===== src/rtl/factoradic_pkg.sv =====
// Width/offset helpers for the packed factoradic digit vector (digit i holds 0..i).
package factoradic_pkg;

    localparam int unsigned VEC_W = 64;
    typedef logic [VEC_W-1:0] vec_t;

    function automatic int unsigned dig_w(input int unsigned i);
        return $clog2(i + 1);
    endfunction

    function automatic int unsigned dig_ofs(input int unsigned i);
        int unsigned s = 0;
        for (int unsigned k = 1; k < i; k++) s += dig_w(k);
        return s;
    endfunction

    function automatic int unsigned total_w(input int unsigned n);
        return dig_ofs(n + 1);
    endfunction

    function automatic vec_t max_vec(input int unsigned n);
        vec_t v = '0;
        for (int unsigned k = 1; k <= n; k++) v |= vec_t'(k) << dig_ofs(k);
        return v;
    endfunction

endpackage


===== src/rtl/factoradic_digit.sv =====
// One factoradic digit of range 0..I: next value and ripple carry/borrow.
module factoradic_digit
    import factoradic_pkg::*;
#(
    parameter  int unsigned I  = 1,
    localparam int unsigned DW = dig_w(I)
) (
    input  logic [DW-1:0] value,
    input  logic          carry_in,
    input  logic          up,
    input  logic          en,
    output logic [DW-1:0] next,
    output logic          carry_out
);

    localparam logic [DW-1:0] TOP = DW'(I);

    logic at_top;
    logic at_bot;

    assign at_top    = (value == TOP);
    assign at_bot    = (value == '0);
    assign carry_out = carry_in & (up ? at_top : at_bot);

    always_comb begin
        next = value;
        if (en && carry_in) begin
            if (up) next = at_top ? '0 : value + DW'(1);
            else    next = at_bot ? TOP : value - DW'(1);
        end
    end

endmodule


===== src/rtl/factoradic_counter.sv =====
// Registered N-digit factoradic up/down counter with clamped load and wrap flag.
// Define FACTCNT_LOAD_CHECK_EN to add the registered load_err output.
module factoradic_counter
    import factoradic_pkg::*;
#(
    parameter  int unsigned N = 7,
    localparam int unsigned W = total_w(N)
) (
    input  logic         clk,
    input  logic         reset,
    input  logic         en,
    input  logic         up,
    input  logic         load,
    input  logic [W-1:0] load_val,
    output logic [W-1:0] count,
    output logic         wrap,
    output logic         at_max,
    output logic         at_zero
`ifdef FACTCNT_LOAD_CHECK_EN
    ,
    output logic         load_err
`endif
);

    localparam vec_t MAXV = max_vec(N);

    logic [N:0]   carry;
    logic [W-1:0] next_count;
    logic [W-1:0] clamped;
`ifdef FACTCNT_LOAD_CHECK_EN
    logic [N-1:0] over;
`endif

    assign carry[0] = 1'b1;

    for (genvar g = 1; g <= N; g++) begin : g_dig
        localparam int unsigned DW  = dig_w(g);
        localparam int unsigned OFS = dig_ofs(g);
        localparam logic [DW-1:0] TOP = DW'(g);

        logic [DW-1:0] ld;
        assign ld = load_val[OFS +: DW];
        assign clamped[OFS +: DW] = (ld > TOP) ? TOP : ld;
`ifdef FACTCNT_LOAD_CHECK_EN
        assign over[g-1] = (ld > TOP);
`endif

        factoradic_digit #(.I(g)) u_digit (
            .value    (count[OFS +: DW]),
            .carry_in (carry[g-1]),
            .up       (up),
            .en       (en),
            .next     (next_count[OFS +: DW]),
            .carry_out(carry[g])
        );
    end

    // carry[N] set means every digit sat at its max (up) or zero (down): a wrap.
    always_ff @(posedge clk) begin
        if (reset) begin
            count <= '0;
            wrap  <= 1'b0;
`ifdef FACTCNT_LOAD_CHECK_EN
            load_err <= 1'b0;
`endif
        end else if (load) begin
            count <= clamped;
            wrap  <= 1'b0;
`ifdef FACTCNT_LOAD_CHECK_EN
            load_err <= |over;
`endif
        end else begin
            if (en) count <= next_count;
            wrap <= en & carry[N];
`ifdef FACTCNT_LOAD_CHECK_EN
            load_err <= 1'b0;
`endif
        end
    end

    assign at_zero = (count == '0);
    assign at_max  = (count == MAXV[W-1:0]);

endmodule

===== config.mk =====
export PLATFORM = sky130hd
export DESIGN_NAME = factoradic_counter
export DESIGN_NICKNAME = d
export VERILOG_FILES = /design/src/rtl/factoradic_pkg.sv /design/src/rtl/factoradic_digit.sv /design/src/rtl/factoradic_counter.sv
export SDC_FILE = /design/constraint.sdc
export NUM_CORES = 1
export LEC_CHECK = 0
export ABC_AREA = 1
export CAP_MARGIN = 20
export CORE_UTILIZATION = 35
export DETAILED_ROUTE_END_ITERATION = 10
export GPL_ROUTABILITY_DRIVEN = 0
export HOLD_SLACK_MARGIN = 0.03
export PLACE_DENSITY_LB_ADDON = 0.1
export SLEW_MARGIN = 10
export SYNTH_ARGS = -nofsm -noshare
export SYNTH_HDL_FRONTEND = slang
export SYNTH_SLANG_ARGS = --single-unit

===== constraint.sdc =====
create_clock -name clk -period 4.2 [get_ports clk]
set_input_delay 0.84 -clock clk [delete_from_list [all_inputs] [get_ports clk]]
set_output_delay 0.84 -clock clk [all_outputs]
set_load 0.01 [all_outputs]

==> Flow_metrics.wiki <==
{| class="wikitable"
! Metric !! Value
|-
| Distinct cell type count of the synthesized netlist || 38
|-
| Post-DRT Antenna Nets || 0
|-
| Max-Slew Margin vs Limit || between 40% and 50%
|-
| CTS Hold Buffers Added || 0
|-
| Slew Limit Fails || 0
|-
| Clk pin slew, worst setup/hold paths || 80 ps
|-
| Category of the worst setup path capture point || output port
|-
| Start point of the worst min-delay path || count[11]
|-
| Post-synthesis instance total || 256
|-
| Root cell of the clock tree || sky130_fd_sc_hd__clkbuf_8
|-
| Leading cell type in the layout, fill and taps excluded || sky130_fd_sc_hd__nand2_1
|-
| Terminating pin of the worst hold path || count[11]
|-
| Netlist area before placement || 1700 sq um
|-
| Number of diodes added for antenna fixing || 0
|-
| Sequential area share after synthesis || between 20% and 30%
|-
| Worst Hold Depth || 2
|-
| Endpoint of the most critical register-to-register path || count[10]
|-
| Largest net degree at the start of global routing || 28
|-
| Crit-path max FO || 6
|-
| Fraction of synthesis flops using an asynchronous set or reset pin || 0%
|-
| Data arrival at the endpoint of the critical path || ~2100 ps
|-
| Total of endpoints with negative setup slack in the final report || 0
|-
| Final worst-path cycle share || between 60 and 70%
|-
| Worst vdd rail ir drop || 0.000127 V
|-
| Area overhead of the layout relative to synthesis || 28.9%
|-
| Initial core utilization || 37.7%
|-
| Category of the worst setup path launch point || flip-flop
|-
| Post-synth net total || 299
|-
| Result of the run || completed
|-
| DR vias/cell || 5.10
|-
| Post-layout instance count excluding filler cells || ~350
|-
| Final Hold Violating Endpoints || 0
|-
| Worst slack at placement || 1200 ps
|-
| Setup Crit Path Kind || flip-flop to output port
|-
| First-pass GRT wire length || a little over 7 mm
|-
| Top library cells by usage in the layout, fill and taps aside || sky130_fd_sc_hd__nand2_1, sky130_fd_sc_hd__clkdlybuf4s50_1, sky130_fd_sc_hd__a21oi_1, sky130_fd_sc_hd__inv_1, sky130_fd_sc_hd__ha_1
|-
| Inserted Clock Buffers || 3
|-
| Required time reported for the critical path endpoint || 3360 ps
|-
| Unrepaired setup endpoints after global routing || no
|-
| Number of rows created at floorplan || 24
|-
| Floorplan core area || 4500 sq um
|-
| Die Width || 71.7 um
|-
| Remaining global-route overflow || 0
|-
| Die H || 71.7 um
|-
| Residual DRC count || 0
|-
| Crit. Startpoint || count[1]
|-
| Transition at the pin with the smallest max-transition slack || 790 ps
|-
| Post-route setup TNS || 0 ps
|-
| Average instance area after synthesis || roughly 6.6 sq um
|-
| Flop and latch count out of synthesis || 18
|-
| Clk sinks || 18
|-
| Tot Pwr || 551 uW
|-
| Clock Latency Late Sink || roughly 270 ps
|-
| Type of the tightest min-delay check || flip-flop to flip-flop
|-
| Final period demand of the worst path || 2890 ps
|-
| Final HPWL from detailed placement || ~3.2 mm
|-
| Input/output buffers || between 40 and 50
|-
| Number of buffers on the longest clock path || 2
|-
| Synth warnings || 0
|-
| CTS tree || built
|-
| Power per cell area || 252 nW/um^2
|-
| Die Footprint || 5130 sq um
|-
| Depth of the CTS H-tree || 1
|-
| Post-Route WL || 4.31 mm
|-
| Flop-to-flop setup slack || 2420 ps
|-
| Fraction of final layout cells sized beyond drive strength 1 || 9.56%
|-
| Via total after detailed routing || 1758
|-
| Overall track demand over capacity in global routing || 17.7%
|-
| Count of cells along the worst register-to-register path || 10
|-
| I/O pins || 42
|-
| Post-CTS setup buffer count || 0
|-
| Most common flop cell mapped by yosys || sky130_fd_sc_hd__dfxtp_1
|-
| Post-CTS Resized || 0
|-
| Worst flop-to-flop path startpoint || count[0]
|-
| Cell Count Post-Placement || 341
|-
| Initial DRC count || 84
|-
| Clock skew || ~10 ps
|-
| Static Leak || 0.000990 uW
|-
| Count of TritonRoute iterations in the first routing pass || 4
|-
| Final Net Count || 337
|-
| Total of max-cap violations || 0
|-
| Final routed wire length divided by cell count || ~12 um
|-
| Antenna violations before repair || 0
|-
| Vias in the first global route || 1551
|-
| Top achievable clock speed || 347 MHz
|-
| Number of flops mapped to enable cells by yosys || 0
|-
| Final worst setup slack || 1310 ps
|}
[worst max-delay path: stages, from the launching register on]
cell                              delay (ps)
sky130_fd_sc_hd__dfxtp_1                 350
sky130_fd_sc_hd__inv_1                   190
sky130_fd_sc_hd__nand4_1                 110
sky130_fd_sc_hd__nor3_1                  120
sky130_fd_sc_hd__nor4b_1                 390
sky130_fd_sc_hd__clkdlybuf4s50_1         620
[cell families (layout without fill, tap and decap cells)]
kind of cell	count (synthesis)	after routing	synth area share [%]
XOR/XNOR	1	1	0.516
AO/OA/AOI/OAI	51	51	16.6
buffers and inverters	40	77	10.0
flip-flops	18	18	21.2
adder cells (fa/ha/maj)	21	21	15.5
AND/OR/NAND/NOR	125	125	36.2
[power breakdown]
part           switching, uW  internal, uW  leakage, uW
Sequential              19.7           184     0.000149
Combinational            106          91.3     0.000812
Clock                   66.5          83.6    0.0000288
[sequential cells by signal, indices dropped and copies added (netlist names)]
signal / flops
count: 17
wrap: 1
[layout make-up]
| type | instances | area (sq um) |
|---|---|---|
| Fill cell | 489 | 2320 |
| Timing Repair Buffer | 43 | 425 |
| Inverter | 30 | 115 |
| Clock buffer | 4 | 55.1 |
| Tap cell | 52 | 65.1 |
| Sequential cell | 18 | 360 |
| Multi-Input combinational cell | 198 | 1170 |
[stage by stage]
step / hold WS (ps) / instance area (sq um) / util [%]
4_1_cts: 560 / 2190 / 48.6
3_3_place_gp: 546 / 2130 / 47.4
6_report: 567 / 2190 / 48.6
3_5_place_dp: 545 / 2130 / 47.4
5_1_grt: 617 / 2190 / 48.6
2_1_floorplan: 543 / 1700 / -
[how the worst max path moves through the flow]
stage,endpoint,slack (ps)
after floorplan,count[10],1840
after global placement,count[10],1260
after detailed placement,count[10],1200
after CTS,at_max,1340
after global routing,at_max,1200
final,at_max,1310
[synthesized netlist by cell type, types with 2 or more instances]
library cell | number | area [sq um]
sky130_fd_sc_hd__nand2_1 | 63 | 236
sky130_fd_sc_hd__nand3_4 | 2 | 35.0
sky130_fd_sc_hd__inv_2 | 3 | 11.3
sky130_fd_sc_hd__buf_2 | 5 | 25.0
sky130_fd_sc_hd__inv_1 | 25 | 93.8
sky130_fd_sc_hd__or2_2 | 4 | 25.0
sky130_fd_sc_hd__nor4_1 | 2 | 12.5
sky130_fd_sc_hd__nand4_1 | 5 | 31.3
sky130_fd_sc_hd__a21oi_1 | 27 | 135
sky130_fd_sc_hd__o21ai_0 | 15 | 75.1
sky130_fd_sc_hd__nand2_2 | 4 | 25.0
sky130_fd_sc_hd__dfxtp_1 | 18 | 360
sky130_fd_sc_hd__nor2_1 | 18 | 67.6
sky130_fd_sc_hd__clkbuf_1 | 3 | 11.3
sky130_fd_sc_hd__nand3_1 | 17 | 85.1
sky130_fd_sc_hd__nor3_1 | 3 | 15.0
sky130_fd_sc_hd__ha_1 | 21 | 263
[layer usage]
metal | up-vias | global-route usage (%) | wire [um]
li1 | 916 | - | -
met1 | 780 | 24.9 | 2090
met2 | 57 | 27.9 | 1890
met3 | 5 | 2.81 | 271
met4 | 0 | 5.23 | 50
met5 | - | 0 | 0
Power figures use the tool's default switching activity.
